==> src/rtl/prog_loader.sv <==
// Instruction-memory loader: assembles a little-endian byte stream (word count, then words)
// into BRAM writes and holds the core in reset until the load completes.
// Optional trailing XOR checksum byte: define LOADER_CHECKSUM_EN.
module prog_loader #(
    parameter logic [31:0] BASE_ADDR = 32'h0000_0000,
    parameter int unsigned MAX_WORDS = 1024
) (
    input  logic        clk,
    input  logic        rst,
    input  logic [7:0]  rx_data,
    input  logic        rx_valid,
    output logic        rx_ready,
    output logic        mem_en,
    output logic        mem_we,
    output logic [31:0] mem_addr,
    output logic [31:0] mem_di,
    output logic        core_rst,
    output logic        done,
    output logic        err
);

    localparam int unsigned WORD_W = 32;
    localparam int unsigned IDX_W  = 2;

`ifdef LOADER_CHECKSUM_EN
    typedef enum logic [2:0] {S_HDR, S_DATA, S_CSUM, S_DONE, S_ERR} state_t;
`else
    typedef enum logic [2:0] {S_HDR, S_DATA, S_DONE, S_ERR} state_t;
`endif

    state_t              state, state_n;
    logic [IDX_W-1:0]    byte_idx, byte_idx_n;
    logic [WORD_W-1:0]   shreg, shreg_n;
    logic [WORD_W-1:0]   n_words, n_words_n;
    logic [WORD_W-1:0]   word_idx, word_idx_n;
    logic [WORD_W-1:0]   asm_word;
    logic                acc;
    logic                last_byte;
    state_t              end_state;

    logic                rx_ready_n, mem_we_n, core_rst_n, done_n, err_n;
    logic [WORD_W-1:0]   mem_addr_n, mem_di_n;

`ifdef LOADER_CHECKSUM_EN
    logic [7:0]          xor_acc, xor_acc_n;
`endif

    assign acc       = rx_valid && rx_ready;
    assign last_byte = acc && (byte_idx == IDX_W'(3));

`ifdef LOADER_CHECKSUM_EN
    assign end_state = S_CSUM;
`else
    assign end_state = S_DONE;
`endif

    // Current byte dropped into its lane of the partially assembled word
    always_comb begin
        asm_word = shreg;
        case (byte_idx)
            2'd0:    asm_word[7:0]   = rx_data;
            2'd1:    asm_word[15:8]  = rx_data;
            2'd2:    asm_word[23:16] = rx_data;
            default: asm_word[31:24] = rx_data;
        endcase
    end

    always_ff @(posedge clk) begin
        if (rst) begin
            state    <= S_HDR;
            byte_idx <= '0;
            shreg    <= '0;
            n_words  <= '0;
            word_idx <= '0;
            rx_ready <= 1'b0;
            mem_en   <= 1'b0;
            mem_we   <= 1'b0;
            mem_addr <= BASE_ADDR;
            mem_di   <= '0;
            core_rst <= 1'b1;
            done     <= 1'b0;
            err      <= 1'b0;
        end else begin
            state    <= state_n;
            byte_idx <= byte_idx_n;
            shreg    <= shreg_n;
            n_words  <= n_words_n;
            word_idx <= word_idx_n;
            rx_ready <= rx_ready_n;
            mem_en   <= mem_we_n;
            mem_we   <= mem_we_n;
            mem_addr <= mem_addr_n;
            mem_di   <= mem_di_n;
            core_rst <= core_rst_n;
            done     <= done_n;
            err      <= err_n;
        end
    end

`ifdef LOADER_CHECKSUM_EN
    always_ff @(posedge clk) begin
        if (rst) xor_acc <= '0;
        else     xor_acc <= xor_acc_n;
    end
`endif

    // Next-state and next-output logic
    always_comb begin
        state_n    = state;
        byte_idx_n = byte_idx;
        shreg_n    = shreg;
        n_words_n  = n_words;
        word_idx_n = word_idx;
        mem_we_n   = 1'b0;
        mem_addr_n = mem_addr;
        mem_di_n   = mem_di;
`ifdef LOADER_CHECKSUM_EN
        xor_acc_n  = acc ? (xor_acc ^ rx_data) : xor_acc;
`endif

        if (acc && (state == S_HDR || state == S_DATA)) begin
            byte_idx_n = byte_idx + IDX_W'(1);
            shreg_n    = asm_word;
        end

        case (state)
            S_HDR: begin
                if (last_byte) begin
                    if (asm_word > WORD_W'(MAX_WORDS)) begin
                        state_n = S_ERR;
                    end else if (asm_word == '0) begin
                        state_n = end_state;
                    end else begin
                        state_n    = S_DATA;
                        n_words_n  = asm_word;
                        word_idx_n = '0;
                    end
                end
            end
            S_DATA: begin
                if (last_byte) begin
                    mem_we_n   = 1'b1;
                    mem_di_n   = asm_word;
                    mem_addr_n = BASE_ADDR + {word_idx[WORD_W-3:0], 2'b00};
                    word_idx_n = word_idx + WORD_W'(1);
                    if (word_idx + WORD_W'(1) == n_words) state_n = end_state;
                end
            end
`ifdef LOADER_CHECKSUM_EN
            S_CSUM: begin
                if (acc) state_n = (rx_data == xor_acc) ? S_DONE : S_ERR;
            end
`endif
            default: state_n = state;
        endcase

        rx_ready_n = (state_n != S_DONE) && (state_n != S_ERR);
        core_rst_n = (state != S_DONE);
        done_n     = (state == S_DONE);
        err_n      = (state_n == S_ERR);
    end

endmodule

==> config.mk <==
export PLATFORM = sky130hd
export DESIGN_NAME = prog_loader
export DESIGN_NICKNAME = d
export VERILOG_FILES = /design/src/rtl/prog_loader.sv
export SDC_FILE = /design/constraint.sdc
export NUM_CORES = 1
export LEC_CHECK = 0
export ABC_AREA = 0
export BUFFER_PORTS_ARGS = -buffer_cell sky130_fd_sc_hd__clkbuf_2
export CAP_MARGIN = 10
export CORE_MARGIN = 2
export CORE_UTILIZATION = 54
export DETAILED_ROUTE_END_ITERATION = 10
export GPL_TIMING_DRIVEN = 0
export PLACE_DENSITY = 0.87
export REMOVE_ABC_BUFFERS = 1
export SLEW_MARGIN = 20
export SYNTH_ARGS = -nofsm -noshare
export SYNTH_HDL_FRONTEND = slang
export SYNTH_SLANG_ARGS = --single-unit
==> constraint.sdc <==
create_clock -name clk -period 2.9 [get_ports clk]
set_input_delay 0.145 -clock clk [delete_from_list [all_inputs] [get_ports clk]]
set_output_delay 0.145 -clock clk [all_outputs]
set_load 0.05 [all_outputs]
==> out/qor.csv <==
stage;metric;value;unit
status;status;finished with violations;
status;violations;setup timing;
global_routing;top_usage_layer;met2;
critical_path;cpMaxStageDelayCell;or4b_1;
routing;via_per_inst;6.44;
clocking;clk_latency;0.44;ns
global_routing;grt-ovfl-total;0;
synthesis;synth-seq-cells;168;
cells_and_area;multi_input_area;4680;um^2
routing;vias;7975;
routing;drt-pass1-iter-count;5;
synthesis;synth_area_per_cell;8.27;um^2
critical_path;cp_num_buf_inv;0;
sta;period_minus_slack;2.91;ns
critical_path;end_kind;flop;
clocking;cts_buffers;17;
sta;hold_viol;0;
global_routing;grt_max_degree;102;
critical_path;cp_data_arrival_time;3.24;ns
synthesis;async_reset_ff_share;0;%
cells_and_area;nFillCells;1164;
global_routing;grt_usage;26.0;%
cells_and_area;final_cell_count_no_fill;1239;
global_routing;grt_pass1_vias;6855;
critical_path;crit_fanout;10;
synthesis;synthMuxAreaShare;4.79;%
placement;dp_hpwl;12600;um
floorplan;start_util;54.5;%
clocking;cts.sinks;168;
synthesis;syn_area;8200;um^2
critical_path;critPathKind;flop to flop;
cells_and_area;final_nets;1056;
floorplan;core-area;15000;um^2
clocking;cts-root-buf;clkbuf_16;
critical_path;worstSetupStartpointType;flop;
sta;fin_crit_sh;100;%
placement;io_buffers;78;
clocking;clk_pin_slew_worst_paths;0.07;ns
synthesis;synth-xor-area-share;4.14;%
synthesis;synth_compound_area_share;17.8;%
floorplan;rows;45;
placement;place_inst;1165;
routing;drtAntennaViolNets;0;
global_routing;grt.met3_usage;6.07;%
global_routing;grt_use_met2;42.0;%
power_and_ir_drop;p_per_area;487;nW/um^2
job;drv_cap;0;
routing;wl_per_cell;18.3;um
synthesis;yosysSeqAreaShare;41.0;%
critical_path;slowest_delay;0.57;ns
critical_path;crit_chain;nand4_4, nor4_4, xnor2_1, or4b_1, a211o_1, or4_4, a31o_1;
sta;maxClockFrequency;0.343;GHz
routing;drcViolationCount;0;
floorplan;dieArea;16200;um^2
critical_path;crit_required;3.23;ns
min_path;min_path_type;input pin to flop;
placement;place.gp.congestion;0.924;
synthesis;synth_fa_ha_area_share;0.916;%
floorplan;ioPinCount;81;
global_routing;grt_pass1_wl;34200;um
sta;slew_headroom;44.0;%
routing;initialDrtViolationCount;954;
power_and_ir_drop;power.leakage;0.00349;uW
cells_and_area;seq_area;3420;um^2
sta;worst_slack;-0.0137;ns
global_routing;grt.met1_usage;33.7;%
sta;hold_slack;0.105;ns
synthesis;yosysUniqueCellTypes;66;
synthesis;synth_ff_type;dfxtp_1;
floorplan;die_h;127;um
synthesis;synth_edf_count;0;
sta;setup_viol;1;
synthesis;syn_inst;991;
global_routing;antenna_found_initial;0;
clocking;tritoncts;built;
cells_and_area;layout-drive-gt1-share;20.6;%
clocking;clockBufferDepth;2;
cells_and_area;area_growth;18.7;%
floorplan;fp.dieW;127;um
power_and_ir_drop;ir_worst_vdd;0.431;mV
clocking;ctsHoldBuffers;0;
clocking;htree_levels;4;
synthesis;synth_top_family_by_area;simple AND/OR/NAND/NOR gates;
routing;wl;22600;um
synthesis;synth_warnings;0;
sta;rsz0062_at_grt;yes;
sta;slew_viol_final;0;
sta;fin_skew;0.00841;ns
critical_path;path_delay_family;simple AND/OR/NAND/NOR gates;
cells_and_area;antenna_cells;0;
sta;worstMarginPinSlew;0.840;ns
synthesis;synth-simple-area-share;25.6;%
==> metal layers <==
layer | part of all wire [%] | wire length (um)
met5 | 0 | 0
met4 | 3.9 | 885
met3 | 7.5 | 1700
met2 | 48 | 10900
met1 | 41 | 9190
==> cells in the final DEF, fill, tap and decap left out, drive strengths merged, types with 13 or more instances in the layout <==
| cell type | synthesis | final |
|---|---|---|
| dfxtp | 168 | 168 |
| nand2 | 136 | 137 |
| clkbuf | 71 | 102 |
| nor2 | 84 | 85 |
| a21oi | 77 | 77 |
| nand3 | 55 | 55 |
| a211oi | 48 | 48 |
| buf | 26 | 42 |
| mux2i | 37 | 37 |
| and3 | 31 | 31 |
| xnor2 | 25 | 25 |
| nor4 | 21 | 22 |
| a311oi | 21 | 21 |
| nand4 | 19 | 20 |
| nor3 | 16 | 16 |
| o21ai | 16 | 16 |
| a31oi | 16 | 16 |
| inv | 13 | 13 |
==> power breakdown <==
group          total (uW)  switching, uW  internal (uW)  leakage, uW
Clock                2150            913           1240     0.000270
Sequential           2320           13.1           2310      0.00137
Combinational         266            174           92.6      0.00185
==> what timing repair did <==
item,4_1_cts,5_1_grt
endpoints found under the setup margin,68,54
pin swaps,8,20
gates cloned,1,4
setup buffers,15,23
resized for setup,52,23
==> Yosys cell counts (3+ instances only) <==
cell type	n	area share, %
nor4b_1	5	0.53
nand3_1	55	3.4
xor2_1	11	1.2
nor2b_1	6	0.46
and2_1	6	0.46
a211oi_1	48	4.4
a31oi_1	16	1.2
nand2_1	136	6.2
a211o_1	3	0.32
or3_1	7	0.53
buf_4	6	0.55
o31ai_1	3	0.27
nand4_1	15	1.1
o21ai_0	16	0.98
a21oi_1	77	4.7
a31o_2	3	0.32
ha_1	6	0.92
and3_1	31	2.4
nor2_1	84	3.8
or4_1	9	0.82
a311oi_1	21	2.2
nor4_1	17	1.3
mux2i_1	37	4.5
nor3_1	16	0.98
inv_1	13	0.60
xnor2_1	25	2.7
nor4_2	3	0.46
nor3b_1	3	0.27
buf_2	16	0.98
and4_1	9	0.96
a41oi_1	3	0.32
clkbuf_1	71	3.3
a22oi_1	3	0.27
dfxtp_1	168	41
==> path summary, 6_finish.rpt <==
| check | from | to | slack, ns | cells past startpoint |
|---|---|---|---|---|
| hold / removal | rst | shreg[27] | 0.11 | 2 |
| setup / recovery | word_idx[2] | rx_ready | -0.01 | 7 |
| hold reg to reg | mem_addr[25] | mem_addr[25] | 0.45 | 2 |
| setup reg to reg | word_idx[2] | rx_ready | -0.01 | 7 |
==> state kept, by name (all words and copies together), names as in the netlist, 2 cells and up <==
| register | cells |
|---|---|
| byte_idx | 2 |
| mem_addr | 30 |
| mem_di | 32 |
| n_words | 32 |
| shreg | 32 |
| state | 3 |
| word_idx | 32 |
==> area by class of cell <==
| type | instances | share of cell area, % |
|---|---|---|
| multi-input cells | 719 | 48.1 |
| flip-flops and latches | 168 | 35.1 |
| repair buffers | 120 | 8.14 |
| clock buffers | 24 | 4.95 |
| well taps | 188 | 2.42 |
| clock inverters | 7 | 0.720 |
| inverters | 13 | 0.502 |
==> metrics by stage <==
step           power (uW)  setup WS (ns)   TNS, ns  cell area, um^2  utilization, %
5_1_grt              4860         -0.111    -0.460             9730            64.7
2_1_floorplan        2490          -3.03   -236.25             7780               -
3_5_place_dp         2590          -1.76    -71.53             8540            56.8
3_3_place_gp         2580          -4.94   -433.10             8410            55.9
6_report             4740        -0.0137   -0.0137             9730            64.7
4_1_cts              4710       -0.00555  -0.00555             9390            62.4
==> kinds of logic after synthesis <==
kind of cell,Yosys count
flip-flops,168
other,1
XOR/XNOR,37
AO/OA/AOI/OAI,216
multiplexers,39
adder cells (fa/ha/maj),6
buffers and inverters,110
AND/OR/NAND/NOR,414
Power figures use the tool's default switching activity.
